**src/rtl/ysyx_22050854_csr_file_pkg.sv**
```systemverilog
// Shared CSR constants for the NPC machine-mode CSR file: addresses, op encodings,
// mstatus layout and reset value.
package ysyx_22050854_csr_file_pkg;

    typedef enum logic [1:0] {
        CSR_NONE = 2'b00,
        CSR_RW   = 2'b01,
        CSR_RS   = 2'b10,
        CSR_RC   = 2'b11
    } csr_op_e;

    localparam logic [11:0] CSR_MSTATUS  = 12'h300;
    localparam logic [11:0] CSR_MTVEC    = 12'h305;
    localparam logic [11:0] CSR_MSCRATCH = 12'h340;
    localparam logic [11:0] CSR_MEPC     = 12'h341;
    localparam logic [11:0] CSR_MCAUSE   = 12'h342;
    localparam logic [11:0] CSR_MCYCLE   = 12'hB00;

    localparam int MST_MIE  = 3;
    localparam int MST_MPIE = 7;

    // SXL/UXL = 2 (64-bit) and MPP = 11; the low 32 bits are the RV32 reset value.
    localparam logic [63:0] MSTATUS_RST64  = 64'hA_0000_1800;
    localparam logic [63:0] MCAUSE_ECALL_M = 64'd11;

endpackage

```
**src/rtl/ysyx_22050854_csr_counter.sv**
```systemverilog
// Free-running counter with a load port that takes precedence over the increment.
module ysyx_22050854_csr_counter #(
    parameter int W = 64
) (
    input  logic         clk,
    input  logic         rst_n,
    input  logic         inc_i,
    input  logic         load_i,
    input  logic [W-1:0] load_val_i,
    output logic [W-1:0] cnt_o
);
    logic [W-1:0] cnt_q, cnt_d;

    always_comb begin
        cnt_d = cnt_q;
        if (load_i)     cnt_d = load_val_i;
        else if (inc_i) cnt_d = cnt_q + W'(1);
    end

    always_ff @(posedge clk or negedge rst_n) begin
        if (!rst_n) cnt_q <= '0;
        else        cnt_q <= cnt_d;
    end

    assign cnt_o = cnt_q;
endmodule

```
**src/rtl/ysyx_22050854_csr_file.sv**
```systemverilog
// Machine-mode CSR file: Zicsr read-modify-write, single-cycle trap entry / mret,
// and the mcycle counter. Reads are combinational and always return pre-cycle state.
module ysyx_22050854_csr_file
    import ysyx_22050854_csr_file_pkg::*;
#(
    parameter int XLEN       = 64,
    parameter int IALIGN     = 4,
    parameter bit CYCLE_EN   = 1'b1,
    parameter bit SCRATCH_EN = 1'b1
) (
    input  logic            clk,
    input  logic            rst_n,
    input  logic [1:0]      csr_op,
    input  logic [11:0]     csr_addr,
    input  logic [XLEN-1:0] csr_wdata,
    input  logic            csr_src_zero,
    output logic [XLEN-1:0] csr_rdata,
    output logic            csr_illegal,
    input  logic            trap_valid,
    input  logic [XLEN-1:0] trap_pc,
    input  logic [XLEN-1:0] trap_cause,
    input  logic            mret_valid,
    output logic [XLEN-1:0] trap_vector,
    output logic [XLEN-1:0] mret_target,
    output logic            mie_out
);
    localparam int              ALB       = $clog2(IALIGN);
    localparam logic [XLEN-1:0] MST_RST   = MSTATUS_RST64[XLEN-1:0];
    localparam logic [XLEN-1:0] EPC_MASK  = {XLEN{1'b1}} << ALB;
    localparam logic [XLEN-1:0] TVEC_MASK = {XLEN{1'b1}} << 2;

    csr_op_e         op;
    logic            sel_mstatus, sel_mtvec, sel_mepc, sel_mcause, sel_mscratch, sel_mcycle;
    logic            sel_any, wr_en;
    logic [XLEN-1:0] old_val, new_val, mstatus_val, mscratch_val, mcycle_val;

    logic            mie_q, mie_d, mpie_q, mpie_d;
    logic [XLEN-1:0] mtvec_q, mtvec_d, mepc_q, mepc_d, mcause_q, mcause_d;

    assign op = csr_op_e'(csr_op);

    assign sel_mstatus  = (csr_addr == CSR_MSTATUS);
    assign sel_mtvec    = (csr_addr == CSR_MTVEC);
    assign sel_mepc     = (csr_addr == CSR_MEPC);
    assign sel_mcause   = (csr_addr == CSR_MCAUSE);
    assign sel_mscratch = SCRATCH_EN && (csr_addr == CSR_MSCRATCH);
    assign sel_mcycle   = CYCLE_EN && (csr_addr == CSR_MCYCLE);
    assign sel_any      = sel_mstatus | sel_mtvec | sel_mepc | sel_mcause | sel_mscratch | sel_mcycle;
    assign csr_illegal  = (op != CSR_NONE) && !sel_any;

    // Only MIE/MPIE are state; MPP and the XL fields live in the constant.
    assign mstatus_val = MST_RST | (XLEN'(mpie_q) << MST_MPIE) | (XLEN'(mie_q) << MST_MIE);

    always_comb begin
        old_val = '0;
        if (sel_mstatus)  old_val = mstatus_val;
        if (sel_mtvec)    old_val = mtvec_q;
        if (sel_mepc)     old_val = mepc_q;
        if (sel_mcause)   old_val = mcause_q;
        if (sel_mscratch) old_val = mscratch_val;
        if (sel_mcycle)   old_val = mcycle_val;
    end

    always_comb begin
        new_val = old_val;
        case (op)
            CSR_RW:  new_val = csr_wdata;
            CSR_RS:  new_val = old_val | csr_wdata;
            CSR_RC:  new_val = old_val & ~csr_wdata;
            default: new_val = old_val;
        endcase
    end

    // A trap or mret in the same cycle suppresses the CSR write everywhere, mcycle included.
    assign wr_en = (op != CSR_NONE) && sel_any && (op == CSR_RW || !csr_src_zero)
                   && !trap_valid && !mret_valid;

    assign csr_rdata = old_val;

    always_comb begin
        mie_d    = mie_q;
        mpie_d   = mpie_q;
        mtvec_d  = mtvec_q;
        mepc_d   = mepc_q;
        mcause_d = mcause_q;
        if (trap_valid) begin
            mepc_d   = trap_pc & EPC_MASK;
            mcause_d = trap_cause;
            mpie_d   = mie_q;
            mie_d    = 1'b0;
        end else if (mret_valid) begin
            mie_d  = mpie_q;
            mpie_d = 1'b1;
        end else if (wr_en) begin
            if (sel_mstatus) begin
                mie_d  = new_val[MST_MIE];
                mpie_d = new_val[MST_MPIE];
            end
            if (sel_mtvec)  mtvec_d  = new_val & TVEC_MASK;
            if (sel_mepc)   mepc_d   = new_val & EPC_MASK;
            if (sel_mcause) mcause_d = new_val;
        end
    end

    always_ff @(posedge clk or negedge rst_n) begin
        if (!rst_n) begin
            mie_q    <= 1'b0;
            mpie_q   <= 1'b0;
            mtvec_q  <= '0;
            mepc_q   <= '0;
            mcause_q <= '0;
        end else begin
            mie_q    <= mie_d;
            mpie_q   <= mpie_d;
            mtvec_q  <= mtvec_d;
            mepc_q   <= mepc_d;
            mcause_q <= mcause_d;
        end
    end

    generate
        if (SCRATCH_EN) begin : g_scratch
            logic [XLEN-1:0] mscratch_q;
            always_ff @(posedge clk or negedge rst_n) begin
                if (!rst_n)                    mscratch_q <= '0;
                else if (wr_en && sel_mscratch) mscratch_q <= new_val;
            end
            assign mscratch_val = mscratch_q;
        end else begin : g_no_scratch
            assign mscratch_val = '0;
        end

        if (CYCLE_EN) begin : g_cycle
            ysyx_22050854_csr_counter #(.W(XLEN)) u_mcycle (
                .clk        (clk),
                .rst_n      (rst_n),
                .inc_i      (1'b1),
                .load_i     (wr_en && sel_mcycle),
                .load_val_i (new_val),
                .cnt_o      (mcycle_val)
            );
        end else begin : g_no_cycle
            assign mcycle_val = '0;
        end
    endgenerate

    assign trap_vector = mtvec_q;
    assign mret_target = mepc_q;
    assign mie_out     = mie_q;
endmodule

```
**config.mk**
```make
export PLATFORM = sky130hd
export DESIGN_NAME = ysyx_22050854_csr_file
export DESIGN_NICKNAME = d
export VERILOG_FILES = /design/src/rtl/ysyx_22050854_csr_file_pkg.sv /design/src/rtl/ysyx_22050854_csr_counter.sv /design/src/rtl/ysyx_22050854_csr_file.sv
export SDC_FILE = /design/constraint.sdc
export NUM_CORES = 1
export LEC_CHECK = 0
export BUFFER_PORTS_ARGS = -buffer_cell sky130_fd_sc_hd__buf_4
export CORE_UTILIZATION = 25
export CTS_CLUSTER_DIAMETER = 80
export DETAILED_ROUTE_END_ITERATION = 12
export PLACE_DENSITY = 0.54
export SKIP_CTS_REPAIR_TIMING = 1
export SLEW_MARGIN = 0
export SYNTH_ARGS = -nofsm -noshare
export SYNTH_HDL_FRONTEND = slang
export SYNTH_SLANG_ARGS = --single-unit
```
**constraint.sdc**
```tcl
create_clock -name clk -period 3.12 [get_ports clk]
set_input_delay 0 -clock clk [delete_from_list [all_inputs] [get_ports clk]]
set_output_delay 0 -clock clk [all_outputs]
set_load 0.01 [all_outputs]
```
==> out/metrics.csv <==
stage,metric,value,unit
run_status,run status,"finished, final reports clean",
run,Max Cap Viol,0,
synth,"EDFF count, synth",0,
place,HPWL Detailed,54.6,mm
synth,syn avg cell area,9.37,um^2
die,Core ar.,0.0686,mm^2
cts,Clock Path Buffers,3,
grt,number of global-route vias before repair,17258,
worst_setup_path,WP buf/inv,3,
cts,clk root buf,clkbuf_16,
cts,clock transition at the registers of the reported paths,60,ps
synth,"flops & latches, synth",318,
power,P_leak,11.5,nW
synth,Synthesis Warnings,0,
cts,Worst-Skew Late Latency,570,ps
cts,CTS buffer count,42,
worst_setup_path,CP top delay family,simple AND/OR/NAND/NOR gates,
place,cell count after placement,3095,
die,Die Width,265,um
cts,H-tree lvl count,2,
grt,first-pass GRT wire length,117,mm
timing,Period minus WS final,2990,ps
worst_setup_path,worst-path fanout max,14,
worst_setup_path,Worst path slowest cell,or4_2,
synth,sequential area share after synthesis,46.0,%
worst_setup_path,CP arrival,3480,ps
die,# rows,96,
timing,Clock Skew,20.5,ps
route,TritonRoute pass-1 iters,7,
timing,final slew viol count,0,
worst_setup_path,Crit path largest cell delay,970,ps
place,Final Wtd Congestion,0.846,
timing,crit share post-route,95.8,%
worst_setup_path,critical path cell sequence,buf_4 -> or4_4 -> or4_2 -> buf_4 -> o21ai_0 -> a221o_1 -> a22oi_1 -> o21ai_0 -> dlygate4sd3_1,
cells_and_area,Synth-to-Final Area Change,51.6,%
timing,final hold vios,0,
cells_and_area,fraction of layout cells with a size suffix above 1,24.1,%
worst_setup_path,Worst EP required,3620,ps
cells_and_area,Post-layout nets,2725,
route,Post-Route WL,83.1,mm
worst_setup_path,CP endpoint kind,register,
place,PortBufs,398,
worst_setup_path,Setup CP Type,in -> reg,
cts,CTS tree,yes,
die,initial core utilization,25.2,%
synth,post-synth cell types,64,
worst_setup_path,critical path startpoint category,input port,
die,# IOs,405,
timing,hold_ws,33.3,ps
route,Routed Antenna Nets,0,
power,PwrDens,433,mW/mm^2
grt,gr usage total,22.2,%
hold_path,Hold WC Path Type,in -> async,
worst_setup_path,WP depth,9,
die,die area,0.0703,mm^2
grt,GRT Residual Overflow,0,
grt,initial antenna violation count,6,
grt,largest net degree at the start of global routing,95,
synth,ys async rst share,100,%
route,Residual DRC,0,
timing,fmax,335,MHz
synth,"Top FF cell, synth",dfrtp_1,
timing,TNS Setup,0,ps
die,Die Ht,265,um
route,total number of vias,18581,
timing,endpoints failing setup,0,
cts,clk sinks,318,
worst_setup_path,R2R cell count,7,
power,total power,11.4,mW
route,Routed wire per std cell,23.9,um
route,DR vias/cell,5.35,
synth,Syn Std Cell Area,0.0173,mm^2
cells_and_area,Layout Cells excl Fill,3475,
route,1st-iter DRT viols,1769,
power,Worst IR Drop VDD,301,uV
timing,Slew HR,7.10,%
timing,Slew @ Worst Pin,1390,ps
synth,Syn Inst Count,1847,
[layer usage]
| layer | track usage, % | part of all wire, % | wire, um | vias up |
|---|---|---|---|---|
| met5 | 0 | 0.026 | 22 | - |
| met3 | 4.67 | 7.7 | 6430 | 162 |
| met2 | 35.4 | 46 | 38500 | 905 |
| met1 | 30.0 | 43 | 35700 | 9272 |
| met4 | 7.16 | 3.0 | 2480 | 4 |
| li1 | - | - | - | 8238 |
[final cells by class]
| class | count | area (um^2) |
|---|---|---|
| fill | 6782 | 42400 |
| multi-input combinational | 1340 | 8680 |
| sequential | 318 | 7960 |
| timing repair buffer | 779 | 6860 |
| clock buffer | 59 | 1270 |
| tap | 931 | 1160 |
| clock inverter | 12 | 176 |
| inverter | 32 | 120 |
| antenna | 4 | 10.0 |
[logic make-up after synthesis]
kind of cell               share of synthesized area (%)
AOI/OAI and AO/OA                                   26.7
and+or+nand+nor                                     11.6
DFF                                                 46.0
buffers and inverters                               4.58
muxes                                               6.41
xor gates and xnor gates                            4.71
adders and majority gates                         0.0723
other                                             0.0217
[cells in the final DEF, fill, tap and decap left out, drive strengths merged, types with 38 or more instances in the layout]
cell / n
dlygate4sd3: 305
xor2: 58
o21ai: 336
clkbuf: 59
a222oi: 38
buf: 474
nor2: 75
a22oi: 149
mux2: 39
nand2: 223
mux2i: 67
dfrtp: 318
[metrics by stage]
stage	setup WS, ps	utilization (%)	area (um^2)
floorplan	831	-	17300
global placement	186	31.7	21700
detailed placement	150	31.7	21700
CTS	291	33.8	23200
global route	-1.38	38.2	26200
finish	132	38.3	26200
[cells in the mapped netlist, types with 5 or more instances]
library cell | instances | area (um^2)
o221ai_1 | 30 | 263
and3_1 | 23 | 144
mux2_2 | 39 | 439
a221oi_1 | 30 | 263
buf_1 | 8 | 30.0
nor2b_1 | 6 | 37.5
nor2_1 | 74 | 278
xor2_1 | 58 | 508
buf_4 | 7 | 52.6
a211oi_1 | 5 | 37.5
nand2_1 | 223 | 837
a21boi_0 | 15 | 113
a21oi_1 | 37 | 185
buf_2 | 22 | 110
o21ai_1 | 12 | 60.1
o21ai_0 | 324 | 1620
a221o_1 | 23 | 230
a222oi_1 | 38 | 380
a21o_1 | 5 | 37.5
nand3_1 | 31 | 155
dfrtp_1 | 318 | 7960
and4_1 | 5 | 43.8
a22oi_1 | 149 | 1120
xnor2_1 | 35 | 307
nand4_1 | 18 | 113
mux2i_1 | 67 | 671
nand2b_1 | 5 | 31.3
a21boi_1 | 10 | 75.1
inv_1 | 32 | 120
clkbuf_1 | 119 | 447
nor3_1 | 11 | 55.1
[registers in the layout, indices dropped and copies added (netlist names)]
signal	cells
mcause_q	64
mpie_q	1
mie_out	1
trap_vector	62
mret_target	62
g_cycle.u_mcycle.cnt_o	64
g_scratch.mscratch_q	64
[report_power, final]
group	switching, mW	total (mW)	internal (mW)
Clock	1.96	5.12	3.15
Combinational	0.844	1.74	0.894
Sequential	0.187	4.50	4.31
[final timing paths]
check                                    startpoint                        to  slack (ps)
setup / recovery                        csr_addr[7]              mcause_q[53]         130
hold / removal                                rst_n            mret_target[6]          30
setup reg to reg                        mcause_q[6]            mret_target[6]         190
hold reg to reg            g_scratch.mscratch_q[30]  g_scratch.mscratch_q[30]         480
max in group asynchronous                     rst_n           mret_target[29]        2000
min in group clk                          csr_op[1]            trap_vector[5]          90
Note: power is estimated with default switching activity, not from simulation.
